**src/rtl/sfr_bit_engine.sv**
```systemverilog
// sfr_bit_engine: 8051 bit-operation engine (SETB/CLR/CPL/MOV/ANL/ORL/TEST).
// One operation takes four cycles: IDLE -> READ -> EXEC -> WRITE -> IDLE.
// Optional build macro: SFR_BIT_ENGINE_NEG_EN. When it is defined, op_neg
// complements the bit operand of ANL C,bit and ORL C,bit.
module sfr_bit_engine (
  input  logic       clock,
  input  logic       reset,
  input  logic       start,
  input  logic [2:0] op,
  input  logic       op_neg,
  input  logic [7:0] bit_addr,
  input  logic       carry,
  input  logic [7:0] rd_data,
  output logic       busy,
  output logic       done,
  output logic       rd_en,
  output logic [7:0] rd_addr,
  output logic       wr_en,
  output logic       wr_bit_en,
  output logic [7:0] wr_addr,
  output logic [7:0] wr_data,
  output logic       wr_bit,
  output logic       carry_out,
  output logic [1:0] psw_set,
  output logic       bit_value
);

  typedef enum logic [1:0] {IDLE, READ, EXEC, WRITE} state_t;

  // Flag-update request codes shared with the PSW block.
  localparam logic [1:0] PSW_NONE   = 2'b00;
  localparam logic [1:0] PSW_CY_SET = 2'b01;

`ifdef SFR_BIT_ENGINE_NEG_EN
  localparam logic NEG_EN = 1'b1;
`else
  localparam logic NEG_EN = 1'b0;
`endif

  state_t     state_q, state_d;

  logic [2:0] op_q;
  logic       neg_q;
  logic [7:0] addr_q;
  logic       carry_q;

  logic       wr_en_q, wr_bit_en_q, wr_bit_q, carry_out_q, bit_value_q;
  logic [7:0] wr_addr_q, wr_data_q;
  logic [1:0] psw_set_q;

  logic [7:0] byte_addr;
  logic [2:0] bit_idx;
  logic       rd_bit;
  logic       operand;
  logic       new_bit;
  logic       new_carry;
  logic [7:0] byte_new;
  logic       is_write_op;
  logic       is_carry_op;

  // Decode the captured bit address into the byte address and bit index.
  always_comb begin
    bit_idx = addr_q[2:0];
    if (addr_q[7]) byte_addr = {addr_q[7:3], 3'b000};
    else           byte_addr = 8'h20 + {4'h0, addr_q[6:3]};
  end

  // Compute the new bit / carry / byte from the read data during EXEC.
  always_comb begin
    rd_bit      = rd_data[bit_idx];
    is_write_op = (op_q <= 3'd3);
    is_carry_op = (op_q >= 3'd4) && (op_q <= 3'd6);
    operand     = rd_bit ^ (NEG_EN & neg_q & ((op_q == 3'd5) || (op_q == 3'd6)));
    case (op_q)
      3'd0:    new_bit = 1'b1;
      3'd1:    new_bit = 1'b0;
      3'd2:    new_bit = ~rd_bit;
      3'd3:    new_bit = carry_q;
      default: new_bit = 1'b0;
    endcase
    case (op_q)
      3'd4:    new_carry = rd_bit;
      3'd5:    new_carry = carry_q & operand;
      3'd6:    new_carry = carry_q | operand;
      default: new_carry = carry_q;
    endcase
    byte_new = rd_data;
    for (int unsigned i = 0; i < 8; i++) begin
      if (i == 32'(bit_idx)) byte_new[i] = new_bit;
    end
  end

  // State register.
  always_ff @(posedge clock or posedge reset) begin
    if (reset) state_q <= IDLE;
    else       state_q <= state_d;
  end

  // Next-state logic; start is only looked at in IDLE.
  always_comb begin
    state_d = state_q;
    case (state_q)
      IDLE:    if (start) state_d = READ;
      READ:    state_d = EXEC;
      EXEC:    state_d = WRITE;
      WRITE:   state_d = IDLE;
      default: state_d = IDLE;
    endcase
  end

  // Status and read-port outputs decoded from the state register.
  always_comb begin
    busy    = (state_q != IDLE);
    done    = (state_q == WRITE);
    rd_en   = (state_q == READ);
    rd_addr = rd_en ? byte_addr : '0;
  end

  // Operand capture and registered write/flag outputs; strobes last one cycle.
  always_ff @(posedge clock or posedge reset) begin
    if (reset) begin
      op_q        <= '0;
      neg_q       <= 1'b0;
      addr_q      <= '0;
      carry_q     <= 1'b0;
      wr_en_q     <= 1'b0;
      wr_bit_en_q <= 1'b0;
      wr_addr_q   <= '0;
      wr_data_q   <= '0;
      wr_bit_q    <= 1'b0;
      carry_out_q <= 1'b0;
      psw_set_q   <= PSW_NONE;
      bit_value_q <= 1'b0;
    end else begin
      wr_en_q     <= 1'b0;
      wr_bit_en_q <= 1'b0;
      psw_set_q   <= PSW_NONE;
      if (state_q == IDLE && start) begin
        op_q    <= op;
        neg_q   <= op_neg;
        addr_q  <= bit_addr;
        carry_q <= carry;
      end
      if (state_q == EXEC) begin
        bit_value_q <= rd_bit;
        if (is_write_op) begin
          wr_en_q     <= 1'b1;
          wr_bit_en_q <= addr_q[7];
          wr_addr_q   <= addr_q[7] ? addr_q : byte_addr;
          wr_data_q   <= byte_new;
          wr_bit_q    <= new_bit;
        end
        if (is_carry_op) begin
          psw_set_q   <= PSW_CY_SET;
          carry_out_q <= new_carry;
        end
      end
    end
  end

  assign wr_en     = wr_en_q;
  assign wr_bit_en = wr_bit_en_q;
  assign wr_addr   = wr_addr_q;
  assign wr_data   = wr_data_q;
  assign wr_bit    = wr_bit_q;
  assign carry_out = carry_out_q;
  assign psw_set   = psw_set_q;
  assign bit_value = bit_value_q;

endmodule

```
**config.mk**
```make
export PLATFORM = sky130hd
export DESIGN_NAME = sfr_bit_engine
export DESIGN_NICKNAME = d
export VERILOG_FILES = /design/src/rtl/sfr_bit_engine.sv
export SDC_FILE = /design/constraint.sdc
export NUM_CORES = 1
export LEC_CHECK = 0
export ABC_AREA = 1
export CAP_MARGIN = 5
export CORE_ASPECT_RATIO = 0.9
export CORE_UTILIZATION = 51
export CTS_BUF_LIST = sky130_fd_sc_hd__clkbuf_8
export DETAILED_ROUTE_END_ITERATION = 8
export MAX_ROUTING_LAYER = met4
export PLACE_DENSITY = 0.87
export SETUP_SLACK_MARGIN = 0.4
export SLEW_MARGIN = 0
export SYNTH_ARGS = -nofsm -noshare
export SYNTH_HDL_FRONTEND = slang
export SYNTH_SLANG_ARGS = --single-unit
```
**constraint.sdc**
```tcl
create_clock -name clock -period 3.3 [get_ports clock]
set_clock_uncertainty 0.2 [all_clocks]
set_input_delay 0.495 -clock clock [delete_from_list [all_inputs] [get_ports clock]]
set_output_delay 0.495 -clock clock [all_outputs]
set_load 0.005 [all_outputs]
```
==> metrics.md, run 1 <==
| Metric | Value |
|---|---|
| Top post-synthesis cells by area | `dfrtp_1 (50%), nand2_1 (16%), nor2_1 (6.7%)` |
| Worst skew pair latency | `300 ps` |
| Via density per instance | `4.99` |
| Synth top area share | `50.3%` |
| Final #Nets | `304` |
| CTS sink cnt | `36` |
| Total die area | `3750 µm²` |
| Dpl hpwl | `2780 µm` |
| CTS Buf Count | `5` |
| Leading area contributor after synthesis | `dfrtp_1` |
| Critical path cell sequence | `inv_1 -> ha_1 -> inv_1 -> nor2_1 -> clkdlybuf4s50_1` |
| Ys flop type | `dfrtp_1` |
| Pre-antenna DRT Iters | `4` |
| Die H | `58.2 µm` |
| IO Port Bufs | `55` |
| Post-synthesis sequential area ratio | `50.3%` |
| H-tree depth | `2` |
| DRT iter0 DRCs | `91` |
| Crit path to | `rd_addr[0]` |
| Worst Hold Class | `flip-flop to flip-flop` |
| Global route overflow | `0` |
| Synth unique cells | `26` |
| WP buf/inv | `3` |
| # diodes | `0` |
| Synth Instances | `218` |
| CP required | `2600 ps` |
| First-pass GRT wire length | `6420 µm` |
| Final Hold Fails | `0` |
| Synth-to-layout area growth | `38.0%` |
| Nature of the critical path endpoint | `primary output` |
| Critical path class | `flip-flop to primary output` |
| Total GRT Usage | `23.5%` |
| CP top delay family | `buffers and inverters` |
| Row count | `20` |
| Post-route setup TNS | `0 ps` |
| Final core utilization | `73.2%` |
| Status | `complete, no violations` |
| Layout cells sized above 1 | `8.70%` |
| RePlAce Congestion | `0.828` |
| Largest net degree at the start of global routing | `37` |
| Resized cells post-CTS | `0` |
| # DRC | `0` |
| Reg2reg end | `op_q[2]` |
| Power density cells | `952 nW/µm²` |
| Flop2flop setup slack | `1380 ps` |
| I/O pin count | `58` |
| Core ar. | `3380 µm²` |
| Flops & latches, synth | `36` |
| Async SR Flop Fraction | `100%` |
| Slew @ Worst Pin | `676 ps` |
| Crit-path slowest cell | `clkdlybuf4s50_1` |
| Hold_buf cts | `0` |
| Number of synthesized flops with an enable pin | `0` |
| Post-CTS setup buffer count | `0` |
| RSZ-0062 raised after global routing | `no` |
| Die width | `64.5 µm` |
| Clock root buffer | `clkbuf_8` |
| R2R cell count | `4` |
| Static leakage | `1.19 nW` |
| DRT antenna net count | `0` |
| Post-Route WL | `3840 µm` |
| Initial Util | `53.0%` |
| Max clock buf depth | `2` |
| Critical Path Max Stage Delay | `510 ps` |
| CTS tree | `yes` |
| Final setup fails | `0` |
| CP Launch Type | `flip-flop` |
| Max cap viols | `0` |
| R2r startpoint | `state_q[0]` |
| Max Fanout on Critical Path | `5` |
| Arrival @ worst endpoint | `1820 ps` |
| Fin crit period | `2510 ps` |
| Relative slew slack | `54.8%` |
| F_max | `0.398 GHz` |
| Peak supply drop | `0.549 mV` |
| Yosys warns | `0` |
| Cell Area, Synth | `1790 µm²` |
| Crit. path cell count | `5` |
| Vias | `1596` |
| Vias in the first global route | `1491` |
| Crit. Startpoint | `state_q[1]` |
| Final Cycle Share | `76.1%` |
| Reg clk slew, reported paths | `70 ps` |
| Syn Nets | `247` |
| Final Slew Violations | `0` |
| Synthesized area per cell | `8.22 µm²` |
| Initial antenna violation count | `0` |
| Most frequent CP cell | `inv_1` |
| DR WL/cell | `12.0 µm` |
| Top cells by count, synth | `nand2_1 (76), dfrtp_1 (36), nor2_1 (32), inv_1 (16), a21oi_1 (12)` |
| Most frequent cell after synthesis | `nand2_1` |
-- final cells by class --
cell class                 instances  area [µm²]
fill                             262         906
inverter                          20        85.1
timing repair buffer              56         558
clock inverter                     3        42.5
multi-input combinational        156         762
tap                               44        55.1
clock buffer                       5        68.8
sequential                        36         901
-- kinds of logic after synthesis --
kind of cell | Yosys count | share of synthesized area (%)
AO/OA/AOI/OAI | 30 | 9.78
buffers and inverters | 26 | 7.19
flip-flops | 36 | 50.3
multiplexers | 3 | 1.89
AND/OR/NAND/NOR | 117 | 27.2
other | 1 | 0.209
adder cells (fa/ha/maj) | 5 | 3.49
-- registers in the layout (all words and copies together), names as in the netlist, 2 cells and up --
name,count
addr_q,8
wr_data,8
state_q,2
wr_addr,8
op_q,3
-- routing by layer --
layer | vias up | routed length [µm] | part of all wire (%) | track usage (%)
met5 | - | 0 | 0 | -
met4 | 0 | 51 | 1.3 | 7.62
met3 | 6 | 220 | 5.7 | 7.28
met2 | 55 | 1860 | 49 | 38.5
met1 | 741 | 1700 | 44 | 27.6
li1 | 794 | - | - | -
-- power breakdown --
group / internal [mW] / total (mW) / switching [mW]
Sequential: 0.656 / 0.809 / 0.153
Clock: 0.223 / 0.387 / 0.164
Combinational: 0.578 / 1.16 / 0.581
Total: 1.46 / 2.35 / 0.897
-- through the flow --
step / hold WS, ps / setup WS (ps) / instance area, µm² / total power [mW] / cells
after floorplan: 272 / 1710 / 1790 / 1.47 / 218
after global placement: 260 / 1160 / 2360 / 1.93 / 312
after detailed placement: 265 / 1130 / 2360 / 1.98 / 312
after CTS: 285 / 783 / 2470 / 2.37 / 320
after global routing: 300 / 687 / 2470 / 2.56 / 320
final: 282 / 789 / 2470 / 2.35 / 320
-- worst min path at each step --
stage / cells after the start / slack, ps / startpoint / to
6_report: 2 / 280 / wr_addr[7] / wr_addr[7]
5_1_grt: 2 / 300 / wr_addr[7] / wr_addr[7]
4_1_cts: 2 / 280 / wr_addr[7] / wr_addr[7]
3_5_place_dp: 2 / 270 / wr_addr[7] / wr_addr[7]
3_3_place_gp: 2 / 260 / wr_data[0] / wr_data[0]
2_1_floorplan: 2 / 270 / wr_data[1] / wr_data[1]
-- worst reg2reg max path: cells and delay by family (launching register included) --
| kind | cells | cell delay, ps |
|---|---|---|
| AND/OR/NAND/NOR | 1 | 510 |
| adder cells (fa/ha/maj) | 1 | 230 |
| multiplexers | 1 | 400 |
| buffers and inverters | 1 | 100 |
| flip-flops | 1 | 380 |
-- placed cells by master, fill, tap and decap left out, drive strengths merged --
cell type and instances:
or2 1, inv 20, o21ai 9, a31oi 1
nand2 78, clkinv 1, dfrtp 36, conb 1
o221ai 3, mux2 3, nor2 34, clkbuf 5
o21a 5, clkdlybuf4s50 55, bufinv 1, a21oi 12
nand3 4, buf 1, clkinvlp 1, ha 5
No activity file was read; power rests on OpenSTA's default activity.
==> run 2: changes to the inputs <==
Settings changed: CORE_UTILIZATION 51 to 47, PLACE_DENSITY 0.87 to 0.81.
Clock period 3.3 ns to 2.47 ns, I/O delays scaled along.
==> run 2 against run 1 <==
  * Clock-buffer cell count stayed put
  * First-iteration DRC count is 3.3% higher
  * Sequential share of layout area is 0.19 points lower
==> metrics.md, run 2 (synthesis gave the netlist of run 1 again) <==
| Metric | Value |
|---|---|
| Status | `complete, no violations` |
| Final core utilization | `71.0%` |
| Final Hold Fails | `0` |
| Clock root buffer | `clkbuf_8` |
| CTS sink cnt | `36` |
| Fin crit period | `2020 ps` |
| Critical path class | `flip-flop to primary output` |
| Commonest cells after routing, fill and taps aside | `nand2_1 (76), clkdlybuf4s50_1 (45), dfrtp_1 (35)` |
| Dpl hpwl | `2740 µm` |
| Final setup fails | `0` |
| Post-Route WL | `3850 µm` |
| Die H | `60.6 µm` |
| Reg area | `902 µm²` |
| Vias | `1585` |
| F_max | `0.496 GHz` |
| Hold_buf cts | `0` |
| Peak supply drop | `0.648 mV` |
| Row count | `20` |
| Arrival @ worst endpoint | `1450 ps` |
| CTS tree | `yes` |
| Vias in the first global route | `1474` |
| I/O pin count | `58` |
| Reg clk slew, reported paths | `70 ps` |
| H-tree depth | `2` |
| Layout cells sized above 1 | `11.7%` |
| Total die area | `4060 µm²` |
| Worst skew pair latency | `280 ps` |
| Total GRT Usage | `23.1%` |
| Placed cell count | `313` |
| # diodes | `0` |
| CP required | `1900 ps` |
| Filler cells | `274` |
| Worst Hold Class | `input port to asynchronous set/reset pin` |
| DRT iter0 DRCs | `94` |
| Global route overflow | `0` |
| Post-route setup TNS | `0 ps` |
| Area taken by multi-input logic gates | `774 µm²` |
| Max Fanout on Critical Path | `3` |
| RePlAce Congestion | `0.835` |
| CTS Buf Count | `5` |
| Pre-antenna DRT Iters | `4` |
| Die width | `67.1 µm` |
| Fin cells | `325` |
| IO Port Bufs | `55` |
| CP Launch Type | `flip-flop` |
| Pwr Total | `3.05 mW` |
| Nature of the critical path endpoint | `primary output` |
| Core ar. | `3500 µm²` |
| Initial antenna violation count | `0` |
| Max cap viols | `0` |
| Static leakage | `1.25 nW` |
| Max clock buf depth | `2` |
| # DRC | `0` |
| Synth-to-layout area growth | `38.9%` |
| RSZ-0062 raised after global routing | `no` |
| Final Cycle Share | `81.6%` |
| Via density per instance | `4.88` |
| DR WL/cell | `11.8 µm` |
| Initial Util | `51.1%` |
| Final Slew Violations | `0` |
| Largest net degree at the start of global routing | `37` |
| Power density cells | `1230 nW/µm²` |
| Most common cell after layout, fill and taps aside | `nand2_1` |
| DRT antenna net count | `0` |
| First-pass GRT wire length | `6600 µm` |
| Final #Nets | `310` |
==> run 2: cell count changes in the layout (fill, tap and decap cells not counted), sizes merged <==
cell and change:
clkdlybuf4s50 -10, dlygate4sd2 +9, buf +6, bufinv -1, clkinvlp -1, dlymetal6s2s +1
inv +1
==> run 2: routing by layer <==
metal,wire length (µm),track usage (%)
met1,1800,29.5
met2,1770,34.9
met3,197,5.08
met4,83,10.9
met5,0,-
==> run 2: path summary, 6_finish.rpt <==
check | start | end | slack (ps) | cells after the start
worst max-delay path | state_q[0] | rd_en | 450 | 3
worst min-delay path | reset | state_q[1] | 270 | 3
worst max register to register | state_q[0] | wr_addr[1] | 570 | 8
worst min register to register | wr_data[0] | wr_data[0] | 280 | 2
max in group asynchronous | reset | state_q[0] | 1460 | 3
min in group clock | wr_data[0] | wr_data[0] | 280 | 2
==> run 2: power breakdown <==
part / leakage (nW) / switching, mW / total, mW / internal [mW]
Clock: 0.0452 / 0.195 / 0.382 / 0.187
Sequential: 0.424 / 0.207 / 1.09 / 0.878
Combinational: 0.784 / 0.793 / 1.59 / 0.794
==> run 2: cell type report <==
type | instances | area share [%]
flip-flops and latches | 36 | 36.2
multi-input cells | 156 | 31.1
repair buffers | 62 | 23.9
inverters | 20 | 3.42
clock buffers | 5 | 2.77
well taps | 44 | 2.21
clock inverters | 2 | 0.352
==> run 2: worst max-delay path: stages (launching register included) <==
cell and delay [ps]:
dfrtp_2 410, buf_4 150, ha_4 160, clkdlybuf4s50_1 440
==> run 2: through the flow <==
step           instance area (µm²)  hold slack, ps  setup WS, ps
6_report                      2490             271           454
4_1_cts                       2490             285           424
5_1_grt                       2490             298           401
3_3_place_gp                  2370             261           466
3_5_place_dp                  2370             266           444
2_1_floorplan                 1790             272           880
==> run 2: repair_timing <==
action	in CTS	in global routing
endpoints found under the hold margin	0	0
resized for setup	15	1
setup endpoints to repair	10	1
cloned	0	0
pin swaps	1	0
setup buffers	5	0
==> edit 1: new RTL, settings of run 2 <==
The option `SFR_BIT_ENGINE_NEG_EN` is turned on by a define.
--- a/src/rtl/sfr_bit_engine.sv
+++ b/src/rtl/sfr_bit_engine.sv
@@ -2,6 +2,8 @@
 // One operation takes four cycles: IDLE -> READ -> EXEC -> WRITE -> IDLE.
 // Optional build macro: SFR_BIT_ENGINE_NEG_EN. When it is defined, op_neg
 // complements the bit operand of ANL C,bit and ORL C,bit.
+`define SFR_BIT_ENGINE_NEG_EN
+
 module sfr_bit_engine (
   input  logic       clock,
   input  logic       reset,
Formal check against the unedited RTL: not equivalent (Yosys sat finds a counterexample within 4 cycles, from zero or initial values and one cycle with reset high).
==> edit 1 against run 2 <==
- count of clock-buffer cells in the layout unchanged
- wire length increased by 4.9%
- clock power rose by 1%
- power increased by 1.0%
- worst setup slack improved by 0.062 ns
- area after synthesis rose by 5.8%
- cell area increased by 4.5%
- sequential cell count up 1
- largest cell class unchanged
- largest power group unchanged
==> edit 1: results (changes against run 2) <==
routing:
  vias: 1688  # +6.5%
  drt-initial-drc-count: 115  # +22%
  wl_per_cell_um: 12.0  # +1.1%
status:
  status: "complete, no violations"
placement:
  dpl_cell_area_um2: 2490  # +5.2%
  post-place-ws_ns: 0.430  # -0.0141 ns
  routabilityCongestion: 0.783  # -6.2%
  place.port_buffers: 56  # +1.8%
  dp.final_hpwl_mm: 2.93  # +7.0%
grt:
  grt_pass1_wl_mm: 6.90  # +4.6%
  grt_max_degree: 38  # +2.7%
  grt_antenna_before_repair: 0  # unchanged
  gr-usage-all-layers: 0.221  # -0.00920
cells_and_area:
  fillerInstances: 336  # +23%
  fin_nets: 319  # +2.9%
  diodes: 0  # unchanged
  drive_gt1_frac: 0.134  # +0.0166
power:
  power_density_nw_per_um2: 1190  # -3.3%
  p_int_mw: 1.86  # about the same
  p_leak_nw: 1.30  # +3.6%
  seqPwrFrac: 0.364  # +0.009
  p_clk_frac: 0.125  # about the same
  ir_worst_vdd_uv: 594  # -8.3%
yosys:
  synth_common_cells: "nand2_1, dfrtp_1, nor2_1, a21oi_1, inv_1"
  ys_types: 31  # +19%
  synthTopCellsByArea: "dfrtp_1, nand2_1, nor2_1"
  synth-seq-area-share: 0.488  # -0.0143
  synth_nets: 258  # +4.5%
clocking:
  cts_resized: 13  # -2
  cts_setup_buffers: 2  # -3
setup_path:
  critical_path.max_fanout: 5  # +2
  arrival_ns: 1.38  # -0.07 ns
-- edit 1: stage by stage --
stage / util / instances
2_1_floorplan: - / 229
3_3_place_gp: 0.659 / 327
3_5_place_dp: 0.659 / 327
4_1_cts: 0.685 / 337
5_1_grt: 0.687 / 337
6_report: 0.687 / 337
-- edit 1: critical path, cell delays in order (launching register included) --
cell and delay (ns):
dfrtp_1 0.40, buf_4 0.15, ha_4 0.16, inv_2 0.08, a21oi_1 0.05, dlygate4sd2_1 0.27
-- edit 1: path summary, 6_finish.rpt --
| kind | startpoint | endpoint | slack (ns) |
|---|---|---|---|
| hold / removal | reset | carry_q$_DFFE_PP0P_ | 0.28 |
| max in group asynchronous | reset | addr_q[2]$_DFFE_PP0P_ | 1.46 |
| min in group clock | wr_addr[7]$_DFFE_PP0P_ | wr_addr[7]$_DFFE_PP0P_ | 0.28 |
| setup / recovery | state_q[0]$_DFFE_PP0P_ | rd_addr[5] | 0.52 |
| hold reg to reg | wr_addr[7]$_DFFE_PP0P_ | wr_addr[7]$_DFFE_PP0P_ | 0.28 |
| setup reg to reg | state_q[0]$_DFFE_PP0P_ | wr_addr[0]$_DFFE_PP0P_ | 0.67 |
-- edit 1: per-layer routing --
layer  share of wire  GRT usage
met1            0.46      0.289
met2            0.47      0.337
met3           0.062     0.0423
met4          0.0094     0.0816
met5               0          -
-- edit 1: area by class of cell --
class                           instances  share of cell area
Sequential cell                        37               0.356
Multi-Input combinational cell        163               0.328
Timing Repair Buffer                   60               0.226
Inverter                               23              0.0371
Clock buffer                            5              0.0265
Tap cell                               46              0.0221
Clock inverter                          3             0.00433
-- edit 1: logic make-up after synthesis --
group,Yosys count,synth area share
simple gates,120,0.285
flops,37,0.488
compound gates,35,0.111
buf+inv,29,0.0686
fa+ha+maj,5,0.0330
mux,2,0.0119
other cells,1,0.00198
==> edit 2: new RTL, settings of run 2 <==
Made on the original files. Encoding of `state_t`: now one-hot (4 bits for 4 states).
--- a/src/rtl/sfr_bit_engine.sv
+++ b/src/rtl/sfr_bit_engine.sv
@@ -25,7 +25,7 @@
   output logic       bit_value
 );
 
-  typedef enum logic [1:0] {IDLE, READ, EXEC, WRITE} state_t;
+  typedef enum logic [3:0] {IDLE = 4'b0001, READ = 4'b0010, EXEC = 4'b0100, WRITE = 4'b1000} state_t;
 
   // Flag-update request codes shared with the PSW block.
   localparam logic [1:0] PSW_NONE   = 2'b00;
Behaviour: same outputs for any inputs over 10 cycles, from zero or initial values and one cycle with reset high; not proved beyond that.
==> edit 2 against run 2 <==
- worst setup slack got worse by 0.20 ns
- clock power increased by 3%
- cell area grew 6.4%
- sequential cell count is 2 higher
- sequential share of layout area shrank 0.21 points
- wire length grew 11%
- power down 6.4%
- die area grew 4.8%
- non-clock buffer count increased by 5
- area after synthesis increased by 5.0%
- largest cell class unchanged
- largest power group unchanged
- highest routed layer unchanged
==> edit 2: results (changes against run 2) <==
routing:
  drt-initial-drc-count: 129  # +37%
  vias: 1677  # +5.8%
  met1Wirelength_mm: 1.93  # +7.6%
  wl_mm: 4.28  # +11%
  dr_wl_met3_um: 251  # +27%
  wl_met2_mm: 2.04  # +15%
  wl_per_cell_um: 12.7  # +7.2%
yosys:
  synth_compound_area_frac: 0.112  # +0.0147
  synth_nets: 247  # unchanged
  synth_common_cells: "nand2_1, dfrtp_1, nor2_1, inv_1, o21ai_0"
  ys_types: 28  # +7.7%
  synth_cells: 223  # +2.3%
  synth-async-reset-ratio: 1.00  # unchanged
  ys.flop_type: "dfrtp_1"
  synthMuxAreaShare: 0.00599  # -0.0129
  synthAdderAreaFrac: 0  # -0.0349
  synthTopCellsByArea: "dfrtp_1, nand2_1, nor2_1"
setup_path:
  critical_path.max_fanout: 5  # +2
  crit_path_start: "state_q[2]$_DFFE_PP0P_"
  endpoint: "rd_addr[7]"
  slowest_delay_ns: 0.50  # +0.06 ns
  timing.rr.end: "carry_q$_DFFE_PP0P_"
  worst-r2r-cell-count: 6  # -2
  arrival_ns: 1.64  # +0.19 ns
grt:
  grt_pass1_wl_mm: 6.45  # -2.2%
  grtUsageMet3: 0.0639  # +0.0131
  gr-usage-all-layers: 0.219  # -0.0114
  grt_pass1_vias: 1502  # +1.9%
  grtUsageMet2: 0.332  # -0.0166
  grt_max_degree: 39  # +5.4%
  grtUsageMet1: 0.274  # -0.0208
status:
  status: "complete, no violations"
cells_and_area:
  signal_buffers: 67  # +8.1%
  multi_input_area_share: 0.312  # +0.000551
  nFlopsAndLatches: 38  # +5.6%
  syn_to_final_growth_pct: 40.9
  fillerInstances: 297  # +8.4%
  drive_gt1_frac: 0.172  # +0.0544
  seq_area_frac: 0.360  # -0.00208
  nNonClkInverters: 23  # +15%
  area_share_clock_buf_inv: 0.0288  # -0.00236
  bufAreaShareNonClock: 0.243  # +0.00398
placement:
  routabilityCongestion: 0.841  # +0.73%
  placed_cells: 319  # +1.9%
  post-place-ws_ns: 0.216  # -0.228 ns
  dpl_cell_area_um2: 2440  # +3.0%
  dp.final_hpwl_mm: 2.76  # +0.51%
sta:
  timing.hold.ws_ns: 0.275  # +0.00377 ns
  fin_crit_sh: 0.896  # +0.0801
clocking:
  cts_resized: 13  # -2
  cts_setup_buffers: 3  # -2
  htreeDepth: 2  # unchanged
power:
  ir_worst_vdd_uv: 698  # +7.7%
  p_int_mw: 1.73  # -6.8%
  p_leak_nw: 1.35  # +7.7%
floorplanning:
  placementRows: 21  # +5.0%
edit 2: changes by cell type in the layout (fill, tap and decap cells not counted), moves of 5 or more:
cell                  run 2  this run
a21oi_1                  12         1
nor2_1                   32        22
inv_1                    14        21
dlygate4sd2_1             9         4
o21ai_0                   5        12
buf_4                     7        12
edit 2: power by group through the flow:
| stage | logic [mW] | clock network [mW] | registers, mW |
|---|---|---|---|
| after floorplan | 0.756 | 0 | 1.07 |
| after global placement | 1.21 | 0 | 1.10 |
| after detailed placement | 1.24 | 0 | 1.10 |
| after CTS | 1.27 | 0.401 | 1.11 |
| after global routing | 1.53 | 0.418 | 1.15 |
| final | 1.36 | 0.395 | 1.11 |
edit 2: worst min-delay path, cell delays in order:
cell and delay [ns]:
clkdlybuf4s50_1 0.39, inv_1 0.05, buf_4 0.40
